## src/rtl/ber_scan_controller.sv

```systemverilog
// BER scan controller: walks the enabled generator/checker channels, clears and
// restarts each checker, waits settle + dwell cycles and hands the captured error
// count out over a valid/ready result port.
// Optional feature: define SCAN_STOP_ON_ERROR_EN to end the scan early on the
// first result whose count exceeds the sampled err_threshold.
module ber_scan_controller #(
   parameter int unsigned NUM_CH    = 8,
   parameter int unsigned PULSE_LEN = 64
) (
   input  logic              clock,
   input  logic              reset,
   input  logic              start,
   input  logic              abort,
   input  logic [NUM_CH-1:0] ch_mask,
   input  logic [15:0]       settle,
   input  logic [31:0]       dwell,
   input  logic [63:0]       err_count_in,
   input  logic [63:0]       err_threshold,
   output logic [3:0]        channel,
   output logic              pulse,
   output logic              busy,
   output logic              res_valid,
   input  logic              res_ready,
   output logic [3:0]        res_channel,
   output logic [63:0]       res_count,
   output logic              done,
   output logic              err_stop
);

   localparam int unsigned CNT_W = 32;
   localparam int unsigned CH_W  = 4;

   typedef enum logic [2:0] {
      S_IDLE, S_SELECT, S_CLEAR, S_SETTLE, S_DWELL, S_CAPTURE, S_REPORT, S_DONE
   } state_t;

   state_t            state, state_nxt;
   logic [CNT_W-1:0]  cnt, cnt_nxt;
   logic [CH_W-1:0]   search_idx, search_nxt;
   logic [CH_W-1:0]   channel_nxt, res_channel_nxt;
   logic [63:0]       res_count_nxt;
   logic [NUM_CH-1:0] mask_q, mask_nxt;
   logic [15:0]       settle_q, settle_nxt;
   logic [31:0]       dwell_q, dwell_nxt;
   logic [CH_W-1:0]   sel_ch;
   logic              more_above;
`ifdef SCAN_STOP_ON_ERROR_EN
   logic [63:0]       thr_q, thr_nxt;
   logic              err_stop_nxt;
`else
   logic              unused_thr;
   assign unused_thr = ^err_threshold;
   assign err_stop   = 1'b0;
`endif

   // Lowest enabled channel at or above the search index.
   always_comb begin
      sel_ch = '0;
      for (int i = int'(NUM_CH) - 1; i >= 0; i--) begin
         if (mask_q[i] && (i >= int'(search_idx))) sel_ch = CH_W'(i);
      end
   end

   // Any enabled channel above the one currently selected.
   always_comb begin
      more_above = 1'b0;
      for (int i = 0; i < int'(NUM_CH); i++) begin
         if (mask_q[i] && (i > int'(channel))) more_above = 1'b1;
      end
   end

   // Next-state and next-value logic for the scan sequence.
   always_comb begin
      state_nxt       = state;
      cnt_nxt         = cnt;
      search_nxt      = search_idx;
      channel_nxt     = channel;
      res_channel_nxt = res_channel;
      res_count_nxt   = res_count;
      mask_nxt        = mask_q;
      settle_nxt      = settle_q;
      dwell_nxt       = dwell_q;
`ifdef SCAN_STOP_ON_ERROR_EN
      thr_nxt         = thr_q;
      err_stop_nxt    = err_stop;
`endif
      case (state)
         S_IDLE: begin
            if (start) begin
               mask_nxt   = ch_mask;
               settle_nxt = settle;
               dwell_nxt  = (dwell == 32'd0) ? 32'd1 : dwell;
               search_nxt = '0;
               cnt_nxt    = '0;
`ifdef SCAN_STOP_ON_ERROR_EN
               thr_nxt      = err_threshold;
               err_stop_nxt = 1'b0;
`endif
               state_nxt  = (ch_mask == '0) ? S_DONE : S_SELECT;
            end
         end
         S_SELECT: begin
            channel_nxt = sel_ch;
            cnt_nxt     = '0;
            state_nxt   = S_CLEAR;
         end
         S_CLEAR: begin
            if (cnt == CNT_W'(PULSE_LEN - 1)) begin
               cnt_nxt   = '0;
               state_nxt = (settle_q == 16'd0) ? S_DWELL : S_SETTLE;
            end else begin
               cnt_nxt = cnt + CNT_W'(1);
            end
         end
         S_SETTLE: begin
            if (cnt == CNT_W'(settle_q) - CNT_W'(1)) begin
               cnt_nxt   = '0;
               state_nxt = S_DWELL;
            end else begin
               cnt_nxt = cnt + CNT_W'(1);
            end
         end
         S_DWELL: begin
            if (cnt == dwell_q - CNT_W'(1)) begin
               cnt_nxt   = '0;
               state_nxt = S_CAPTURE;
            end else begin
               cnt_nxt = cnt + CNT_W'(1);
            end
         end
         S_CAPTURE: begin
            res_count_nxt   = err_count_in;
            res_channel_nxt = channel;
            state_nxt       = S_REPORT;
         end
         S_REPORT: begin
            if (res_ready) begin
`ifdef SCAN_STOP_ON_ERROR_EN
               if (res_count > thr_q) begin
                  err_stop_nxt = 1'b1;
                  state_nxt    = S_DONE;
               end else
`endif
               if (more_above) begin
                  search_nxt = channel + CH_W'(1);
                  state_nxt  = S_SELECT;
               end else begin
                  state_nxt = S_DONE;
               end
            end
         end
         S_DONE:  state_nxt = S_IDLE;
         default: state_nxt = S_IDLE;
      endcase
      // Abort wins over everything, including a same-cycle transfer.
      if (abort && (state != S_IDLE)) begin
         state_nxt = S_IDLE;
`ifdef SCAN_STOP_ON_ERROR_EN
         err_stop_nxt = err_stop;
`endif
      end
   end

   // State register plus registered outputs derived from the next state.
   always_ff @(posedge clock or posedge reset) begin
      if (reset) begin
         state       <= S_IDLE;
         cnt         <= '0;
         search_idx  <= '0;
         channel     <= '0;
         res_channel <= '0;
         res_count   <= '0;
         mask_q      <= '0;
         settle_q    <= '0;
         dwell_q     <= 32'd1;
         pulse       <= 1'b0;
         busy        <= 1'b0;
         res_valid   <= 1'b0;
         done        <= 1'b0;
`ifdef SCAN_STOP_ON_ERROR_EN
         thr_q       <= '0;
         err_stop    <= 1'b0;
`endif
      end else begin
         state       <= state_nxt;
         cnt         <= cnt_nxt;
         search_idx  <= search_nxt;
         channel     <= channel_nxt;
         res_channel <= res_channel_nxt;
         res_count   <= res_count_nxt;
         mask_q      <= mask_nxt;
         settle_q    <= settle_nxt;
         dwell_q     <= dwell_nxt;
         pulse       <= (state_nxt == S_CLEAR);
         busy        <= (state_nxt != S_IDLE);
         res_valid   <= (state_nxt == S_REPORT);
         done        <= (state_nxt == S_DONE);
`ifdef SCAN_STOP_ON_ERROR_EN
         thr_q       <= thr_nxt;
         err_stop    <= err_stop_nxt;
`endif
      end
   end

endmodule
```

## config.mk

```make
export PLATFORM = sky130hd
export DESIGN_NAME = ber_scan_controller
export DESIGN_NICKNAME = d
export VERILOG_FILES = /design/src/rtl/ber_scan_controller.sv
export SDC_FILE = /design/constraint.sdc
export NUM_CORES = 1
export LEC_CHECK = 0
export CORE_AREA = 8 8 156 158
export CTS_CLUSTER_DIAMETER = 200
export DETAILED_ROUTE_END_ITERATION = 8
export DIE_AREA = 0 0 164 166
export GPL_ROUTABILITY_DRIVEN = 0
export PLACE_DENSITY = 0.77
export SETUP_SLACK_MARGIN = 0.1
export SLEW_MARGIN = 10
export SYNTH_ARGS = -nofsm -noshare
export SYNTH_HDL_FRONTEND = slang
export SYNTH_SLANG_ARGS = --single-unit
```

## constraint.sdc

```tcl
create_clock -name clock -period 5.7 [get_ports clock]
set_clock_uncertainty 0.1 [all_clocks]
set_input_delay 1.14 -clock clock [delete_from_list [all_inputs] [get_ports clock]]
set_output_delay 1.14 -clock clock [all_outputs]
set_load 0.05 [all_outputs]
```

# --- Word-level counts from Yosys, hierarchy flattened ---
# Index checks and enable logic that the tools add are counted.
word_totals:
  ff_bits: 171
  latch_bits: 0
  ramBits: 0
  rom_bits: 0
  output_inout_bits: 77
  word_cells: 110
  mem_count: 0
classes:
  addsub: 4
  n_mul: 0
  div: 0
  magnitude_cmp: 15
  n_eq_ne: 16
  shift: 0
  mux: 35
  n_bitwise: 0
  reduce_logical: 27
op_table:
  columns: ["operator", "count"]
  rows:
  - ["2-to-1 mux 32 bit", 5]
  - ["one-hot mux 32 bit (5 select lines)", 1]
  - ["== test 32 bit", 2]
  - ["2-to-1 mux 4 bit", 10]
  - ["adder 32 x 1 -> 32 bit (second input constant)", 1]
  - ["== test 32 x 6 -> 1 bit (second input constant)", 1]
  - ["zero test 32 bit", 1]
  - ["subtractor 32 x 1 -> 32 bit (second input constant)", 1]
  - ["2-to-1 mux 3 bit", 10]
  - ["one-hot mux 3 bit (8 select lines)", 1]
  - ["== test 3 bit (second input constant)", 6]
  - ["subtractor 16 x 1 -> 17 bit (second input constant)", 1]
  - ["greater-or-equal comparator 3 x 4 -> 1 bit (first input constant)", 4]
  - ["> comparator 3 x 4 -> 1 bit (first input constant)", 4]
  - ["logical AND 1 bit", 16]
  - ["zero test 16 bit", 1]
  - ["== test 3 x 2 -> 1 bit (second input constant)", 3]
  - ["greater-or-equal comparator 1 x 4 -> 1 bit (first input constant)", 2]
  - ["greater-or-equal comparator 2 x 4 -> 1 bit (first input constant)", 2]
  - ["> comparator 2 x 4 -> 1 bit (first input constant)", 2]
  - ["zero test 8 bit", 1]
  - ["one-hot mux 4 bit (2 select lines)", 1]
  - ["2-to-1 mux 1 bit", 7]
  - ["!= test 2 bit (second input constant)", 3]
  - ["other kinds (9)", 11]

# --- Longest topological paths before layout ---
logic_depth:
  depth_word: 14
  mapped_depth: 14

# --- Least setup slack after synthesis ---
# OpenSTA, ideal clock, no wires.
synth_timing:
  kind: "reg2reg"
  start: "register settle_q[0]"
  end: "register busy"
  arrival_ps: 3266
  required_time_ps: 5467
  path_slack_ps: 2201
  stages_incl_launch_ff: 13
  n_path_buf: 1
  synth_period_minus_slack_ps: 3499
  cell_sequence: "dfrtp_1 > inv_1 > ha_1 > or3b_1 > clkbuf_1 > or3_4 > a2111o_1 > a221oi_2 > o2111ai_1 > or4b_4 > o211a_1 > nor3_2 > nand3_1"
synth_between:
  elab_chain_cells: 6
synth_rtl:
  columns: ["element", "line_no", "text"]
  rows:
  - ["start, declared", "43", "logic [15:0] settle_q, settle_nxt;"]
  - ["start signal, assigned", "192", "settle_q <= settle_nxt;"]
  - ["subtractor 16 x 1 -> 17 bit or zero test 16 bit (tied branches)", "116, 110", null]
  - ["== test 32 bit or 2-to-1 mux 3 bit (tied branches)", "116, 110", null]
  - ["2-to-1 mux 3 bit (on tied branches)", "116, 108", null]
  - ["one-hot mux 3 bit (8 select lines) *", "87", "case (state)"]
  - ["2-to-1 mux 3 bit *", "156", "if (abort && (state != S_IDLE)) begin"]
  - ["nonzero test 3 bit *", "195", "busy <= (state_nxt != S_IDLE);"]
  - ["end signal, assigned", "195", null]
  - ["end, declared", "21", "output logic busy,"]
# Every way passes the cells marked *; elsewhere a longest branch is shown, timed or not.
# A chain may end at the register's enable or synchronous reset.

# --- Worst setup path after layout ---
layout_timing:
  start: "register dwell_q[1]"
  end: "register cnt[25]"
layout_between:
  elab_chain_cells: 4
layout_rtl:
  columns: ["element", "line_no", "text"]
  rows:
  - ["start, declared", "44", "logic [31:0] dwell_q, dwell_nxt;"]
  - ["start signal, assigned", "193", "dwell_q <= dwell_nxt;"]
  - ["subtractor 32 x 1 -> 32 bit", "124", "if (cnt == dwell_q - CNT_W'(1)) begin"]
  - ["== test 32 bit", "124", null]
  - ["2-to-1 mux 32 bit", "124", null]
  - ["one-hot mux 32 bit (5 select lines)", "87", null]
  - ["end signal, assigned", "186", "cnt <= cnt_nxt;"]
  - ["end, declared", "38", "logic [CNT_W-1:0] cnt, cnt_nxt;"]
# No other way between the ends.

==> flow_summary.toml <==
[routing]
drtIter0Drc = 587
drt_wl_total_mm = 24.8
routed-via-count = 7790
drtPass1Iterations = 5
ant_nets = 0
viasPerCell = 5.66
wire_per_inst_um = 18.0
drc = 0

[worst_hold_path]
hold_end = "res_channel[0]$_DFFE_PP0P_"
min_path_type = "reg -> reg"
whs_path_depth = 2
worstHoldStart = "res_channel[0]$_DFFE_PP0P_"

[sta]
post-route-period-util_pct = 73.3
min_period_ns = 4.18
max_freq_mhz = 239
relSlewSlack_pct = 35.1
slew_viol_final = 0
finalHoldViolCount = 0
rsz0062_at_grt = "no"
setup_viol = 0
tns_ns = 0
worst_pin_slew_ns = 0.973

[worst_setup_path]
cp_slowest_stage_delay_ns = 0.59
r2r_cells = 12
cpMaxStageDelayCell = "or4_4"
rrSetupSlack_ns = 1.52
timing.rr.start = "dwell_q[1]$_DFFE_PP0P_"
cp.arrival_ns = 4.39
endpoint_kind = "flop"
startpoint = "dwell_q[1]$_DFFE_PP0P_"
worstPathCellList = "inv_1 > ha_1 > nor3b_1 > nand2_1 > o41ai_1 > o211a_1 > nand4_1 > or4_4 > a31oi_4 > buf_4 > nor2_1 > a211o_1"
crit_type = "reg -> reg"
cp_max_fo = 62
required_ns = 5.92
rr_endpoint = "cnt[25]$_DFFE_PP0P_"
crit_path_start_kind = "flop"

[yosys]
synth_top_area_share_pct = 44.5
avgSynthCellArea_um2 = 10.2
synthFlopType = "dfrtp_1"
synth_edf_count = 0
yosysWarnings = 0
ys_async_sr_fraction_pct = 100
ys_seq_area_share_pct = 44.8
synth_top_cell_by_area = "dfrtp_1"
synth_top_family_by_area = "simple AND/OR/NAND/NOR gates"
syn_area_mm2 = 0.00944
yosys.area_share.simple_pct = 18.8
synthAdderAreaFrac_pct = 0.928
synth.area.top_cells = "dfrtp_1 (45%), mux2_2 (14%), xnor2_1 (3.0%), nand2_1 (2.3%), nor4_1 (2.3%)"
muxShareOfSynthArea_pct = 14.1
syn_inst = 924
synth-compound-area-share_pct = 11.9
ys_seq_elements = 169
synth_xor_area_share_pct = 5.16
synthDistinctLibCells = 79

[cts]
numCtsBuffers = 17
post_cts_resized = 0
clk_latency_ns = 0.43
cts.path.max_buffers = 2
clock_sinks = 169
cts_tree = "yes"
postCtsHoldBufs = 0
cts_setup_buffers = 0
root_buffer = "clkbuf_16"
htree_levels = 4
clk_pin_slew_worst_paths_ns = 0.07

[cells_and_area]
finalInstanceArea_mm2 = 0.0121
fin_nets = 1274
fin_cells = 1377
syn_to_final_growth_pct = 28.7
drive_above_1_share_pct = 16.2

[global_route]
grt_pass1_wl_mm = 41.5
grt_max_degree = 170
antenna_found_initial = 1
grt.total_usage_pct = 18.8
grt-ovfl-total = 0
grt_pass1_vias = 7758

[placement]
place_area_mm2 = 0.0115
placed_cells = 1344
port_buffers = 198
dp_hpwl_mm = 18.3

[floorplanning]
start_util_pct = 42.7
row_count = 55
ioPinCount = 266
fp.dieArea_mm2 = 0.0272
coreArea_mm2 = 0.0221
die_h_um = 166
die_w_um = 164

[power_and_ir_drop]
ir_drop_uv = 202
powerDensity_mw_per_mm2 = 385
p_leak_nw = 4.87
finalPower_mw = 4.67

[outcome]
status = "complete, no violations"

[flow_run]
drv_cap = 0
[cells in the final DEF, fill, tap and decap left out, types with 25 or more instances in the layout]
cell / n
xnor2_1: 32
o21ai_0: 39
nor3_1: 38
nand2_1: 59
nor2_1: 55
nor4_1: 35
mux2_2: 114
clkdlybuf4s50_1: 198
inv_1: 25
dfrtp_1: 168
[worst max-delay path: cells and delay by family, from the launching register on]
kind | cells | cell delay, ns
adder cells (fa/ha/maj) | 1 | 0.21
flip-flops | 1 | 0.42
AND/OR/NAND/NOR | 5 | 1.62
AO/OA/AOI/OAI | 4 | 1.10
buffers and inverters | 2 | 0.58
[cell usage after synthesis, types with 21 or more instances]
| cell type | number |
|---|---|
| dfrtp_1 | 168 |
| mux2_2 | 114 |
| nand2_1 | 59 |
| nor2_1 | 55 |
| clkbuf_1 | 48 |
| o21ai_0 | 39 |
| nor3_1 | 38 |
| nor4_1 | 35 |
| xnor2_1 | 32 |
| inv_1 | 26 |
| nand3_1 | 23 |
| nand4_1 | 21 |
| xor2_1 | 21 |
[cell type report]
type,instances,area [µm²]
inverters,26,101
flip-flops and latches,169,4230
diodes,1,2.50
clock inverters,15,176
well taps,285,357
multi-input cells,660,4810
repair buffers,204,2040
clock buffers,17,425
fillers,1904,9950
[through the flow]
step | hold WS (ns) | setup slack, ns | utilization [%]
after floorplan | 0.373 | 2.20 | -
after global placement | 0.369 | 1.73 | 52.2
after detailed placement | 0.380 | 1.63 | 52.2
after CTS | 0.396 | 1.59 | 55.0
after global routing | 0.417 | 1.12 | 55.0
final | 0.391 | 1.52 | 55.0
[cell families (layout without fill, tap and decap cells)]
group | Yosys count | after routing
AOI/OAI and AO/OA | 161 | 161
xor gates and xnor gates | 54 | 54
adders and majority gates | 7 | 7
buffers and inverters | 97 | 262
DFF | 169 | 169
muxes | 119 | 119
other | 1 | 4
and+or+nand+nor | 316 | 316
[state kept, by name, summed over array words and instances (netlist names)]
register	flops
channel	3
res_channel	3
dwell_q	32
settle_q	16
done	1
state	3
mask_q	8
pulse	1
res_valid	1
search_idx	4
cnt	32
res_count	64
busy	1
[where the power goes]
part	switching, mW	leakage [nW]	internal, mW
clock	0.552	0.285	0.628
sequential	0.407	2.08	1.46
combinational	0.868	2.51	0.764
total	1.83	4.87	2.85
[worst max path at each step]
stage	depth (start not counted)	end	slack (ns)
finish	12	cnt[25]$_DFFE_PP0P_	1.52
global route	12	cnt[28]$_DFFE_PP0P_	1.12
global placement	12	cnt[7]$_DFFE_PP0P_	1.73
floorplan	12	busy$_DFF_PP0_	2.20
CTS	12	cnt[25]$_DFFE_PP0P_	1.59
detailed placement	12	cnt[25]$_DFFE_PP0P_	1.63
[per-layer routing]
metal	wire (µm)	share of wire (%)	track usage [%]	up-vias
met5	0	0	0	-
met4	473	1.9	5.38	0
met3	1230	5.0	3.87	29
met2	13100	53	32.8	220
met1	9960	40	22.8	3842
li1	-	-	-	3699
Note: power is estimated with default switching activity, not from simulation.
==> patch (same flow settings) <==
Add a define of `SCAN_STOP_ON_ERROR_EN`.
--- a/src/rtl/ber_scan_controller.sv
+++ b/src/rtl/ber_scan_controller.sv
@@ -3,6 +3,8 @@
 // count out over a valid/ready result port.
 // Optional feature: define SCAN_STOP_ON_ERROR_EN to end the scan early on the
 // first result whose count exceeds the sampled err_threshold.
+`define SCAN_STOP_ON_ERROR_EN
+
 module ber_scan_controller #(
    parameter int unsigned NUM_CH    = 8,
    parameter int unsigned PULSE_LEN = 64
Function: same outputs for any inputs over 10 cycles, from zero or initial values and one cycle with reset high; that may be too few to reach the edited logic, so the function may still have changed.
==> patch against the original RTL <==
Synthesized cell count grew 53%. Wire length grew 56%. Clock power grew 41%. Count of clock-buffer cells in the layout grew 24. Cell area grew 40%. Total power grew 64%. Critical path depth shrank 3. Core utilization grew 22 points. Synthesized area grew 41%. Maximum frequency grew 11%. Sequential cell count grew 65. Cell count grew 41%. Worst setup slack gained 420 ps. Sequential power grew 49%. Critical path type unchanged. Largest power group is now combinational cells.
==> patch: results (changes against the original RTL) <==
| Metric | Value |
|---|---|
| Gr usage total | `28.44% (was 18.77%)` |
| Comb power frac | `42.3% (was 34.9%)` |
| DR WL/cell | `19.92 um (was 18.00 um)` |
| Power, Total | `7686 uW (was 4673 uW)` |
| Slowest stage delay, CP | `780 ps (was 590 ps)` |
| Slowest CP cell | `a21boi_4 (was or4_4)` |
| Top cells by area, synth | `dfrtp_1 (44%), mux2_2 (9.9%), ha_1 (6.7%) (was dfrtp_1 (45%), mux2_2 (14%), xnor2_1 (3.0%))` |
| Largest net degree at the start of global routing | `112 (was 170)` |
| Fill cells | `1564 (was 1904)` |
| Placed instance area | `16100 um^2 (was 11540 um^2)` |
| P_leak | `0.007237 uW (was 0.004874 uW)` |
| CTS H-tree lvls | `1 (was 4)` |
| Place WS | `2002 ps (was 1634 ps)` |
| Synth Area in Adders | `6.669% (was 0.9279%)` |
| CP max FO | `32 (was 62)` |
| Warnings from Yosys | `0 (unchanged)` |
| Port bufs | `263 (was 198)` |
| Via density | `5.936 (was 5.657)` |
| Compound-gate portion of the synthesized area | `11.15% (was 11.85%)` |
| Biggest regs | `res_count x64, thr_q x64 (was res_count x64, cnt x32, dwell_q x32)` |
| Status | `finished, final reports clean (unchanged)` |
| Internal Power | `4577 uW (was 2847 uW)` |
| Final net count | `1897 (was 1274)` |
| Cts bufs inserted | `26 (was 17)` |
| Worst-margin pin slew | `976.0 ps (was 973.5 ps)` |
| PostCTS Resize Cnt | `0 (unchanged)` |
| Multiplexer share of the synthesized area | `10.49% (was 14.13%)` |
| Worst VDD drop | `0.3390 mV (was 0.2020 mV)` |
| CTS max path bufs | `3 (was 2)` |
| Mapped Avg Cell Area | `9.448 um^2 (was 10.22 um^2)` |
| Post-synth top cells | `dfrtp_1 (233), nand2_1 (172), mux2_2 (117) (was dfrtp_1 (168), mux2_2 (114), nand2_1 (59))` |
| Final WL | `38690 um (was 24790 um)` |
| Synth async-reset ratio | `100.0% (unchanged)` |
| First-pass GRT wire length | `62910 um (was 41490 um)` |
| Vias in the first global route | `11860 (was 7758)` |
| Initial antenna violation count | `2 (was 1)` |
| Register area share after synthesis | `43.97% (was 44.82%)` |
| Hpwl dp | `29000 um (was 18320 um)` |
| Seq. pwr | `2770 uW (was 1860 uW)` |
| Library cells used by synthesis | `70 (was 79)` |
| Arr. time, crit path | `4100 ps (was 4390 ps)` |
| Drt pass-1 iters | `5 (unchanged)` |
| Iter 0 DRT Violations | `901 (was 587)` |
| Hold crit path type | `reg2reg (unchanged)` |
| Layout cells sized above 1 | `11.17% (was 16.22%)` |
| Clock transition at path regs | `60 ps` |
| Clock root cell | `clkbuf_16 (unchanged)` |
| Fin worst setup slack | `1941 ps (was 1524 ps)` |
| Post-CTS Setup Bufs | `0 (unchanged)` |
| Hold WS | `406.0 ps (was 390.6 ps)` |
| XOR/XNOR Fraction of Synth Area | `3.682% (was 5.156%)` |
| Skew-Pair Late Insertion Delay | `530 ps (was 430 ps)` |
-- patch: changes by cell type in the layout (fill, tap and decap cells not counted), moves of 13 or more --
cell / unedited run / this run
nand2_1: 59 / 172
o21ai_0: 39 / 108
dfrtp_1: 168 / 233
clkdlybuf4s50_1: 198 / 263
o22ai_1: 5 / 27
ha_1: 7 / 71
a21oi_1: 18 / 46
inv_1: 25 / 93
a211o_1: 14 / 1
nor2_1: 55 / 77
nand3_1: 23 / 40
a21o_1: 17 / 2
-- patch: routing by layer --
metal,up-vias,global-route usage (%),wire (um)
li1,5452,-,-
met1,5602,35.30,15400
met2,392,48.94,19390
met3,80,6.222,2755
met4,2,7.671,1141
met5,-,0,13
-- patch: layout make-up --
class	instances	area [um^2]	share of cell area (%)
inverters	94	356.6	2.102
flip-flops and latches	234	5857	34.53
well taps	285	356.6	2.102
repair buffers	272	2713	15.99
clock buffers	41	798.3	4.706
diodes	1	2.502	0.01475
multi-input cells	1009	6820	40.21
clock inverters	6	57.56	0.3393
-- patch: critical path: cells and delay by family, from the launching register on --
kind             cells  cell delay (ps)
AND/OR/NAND/NOR      5             1790
AO/OA/AOI/OAI        2             1010
flip-flops           1              430
multiplexers         2              340
-- patch: worst paths after layout --
kind / from / end / depth (start not counted)
min in group asynchronous: reset / thr_q[56]$_DFFE_PP0P_ / 2
min reg2reg: res_channel[2]$_DFFE_PP0P_ / res_channel[2]$_DFFE_PP0P_ / 2
max in group asynchronous: reset / dwell_q[14]$_DFFE_PP0P_ / 3
max: dwell_q[6]$_DFFE_PP0P_ / cnt[8]$_DFFE_PP0P_ / 9
max reg2reg: dwell_q[6]$_DFFE_PP0P_ / cnt[8]$_DFFE_PP0P_ / 9
min: res_channel[2]$_DFFE_PP0P_ / res_channel[2]$_DFFE_PP0P_ / 2
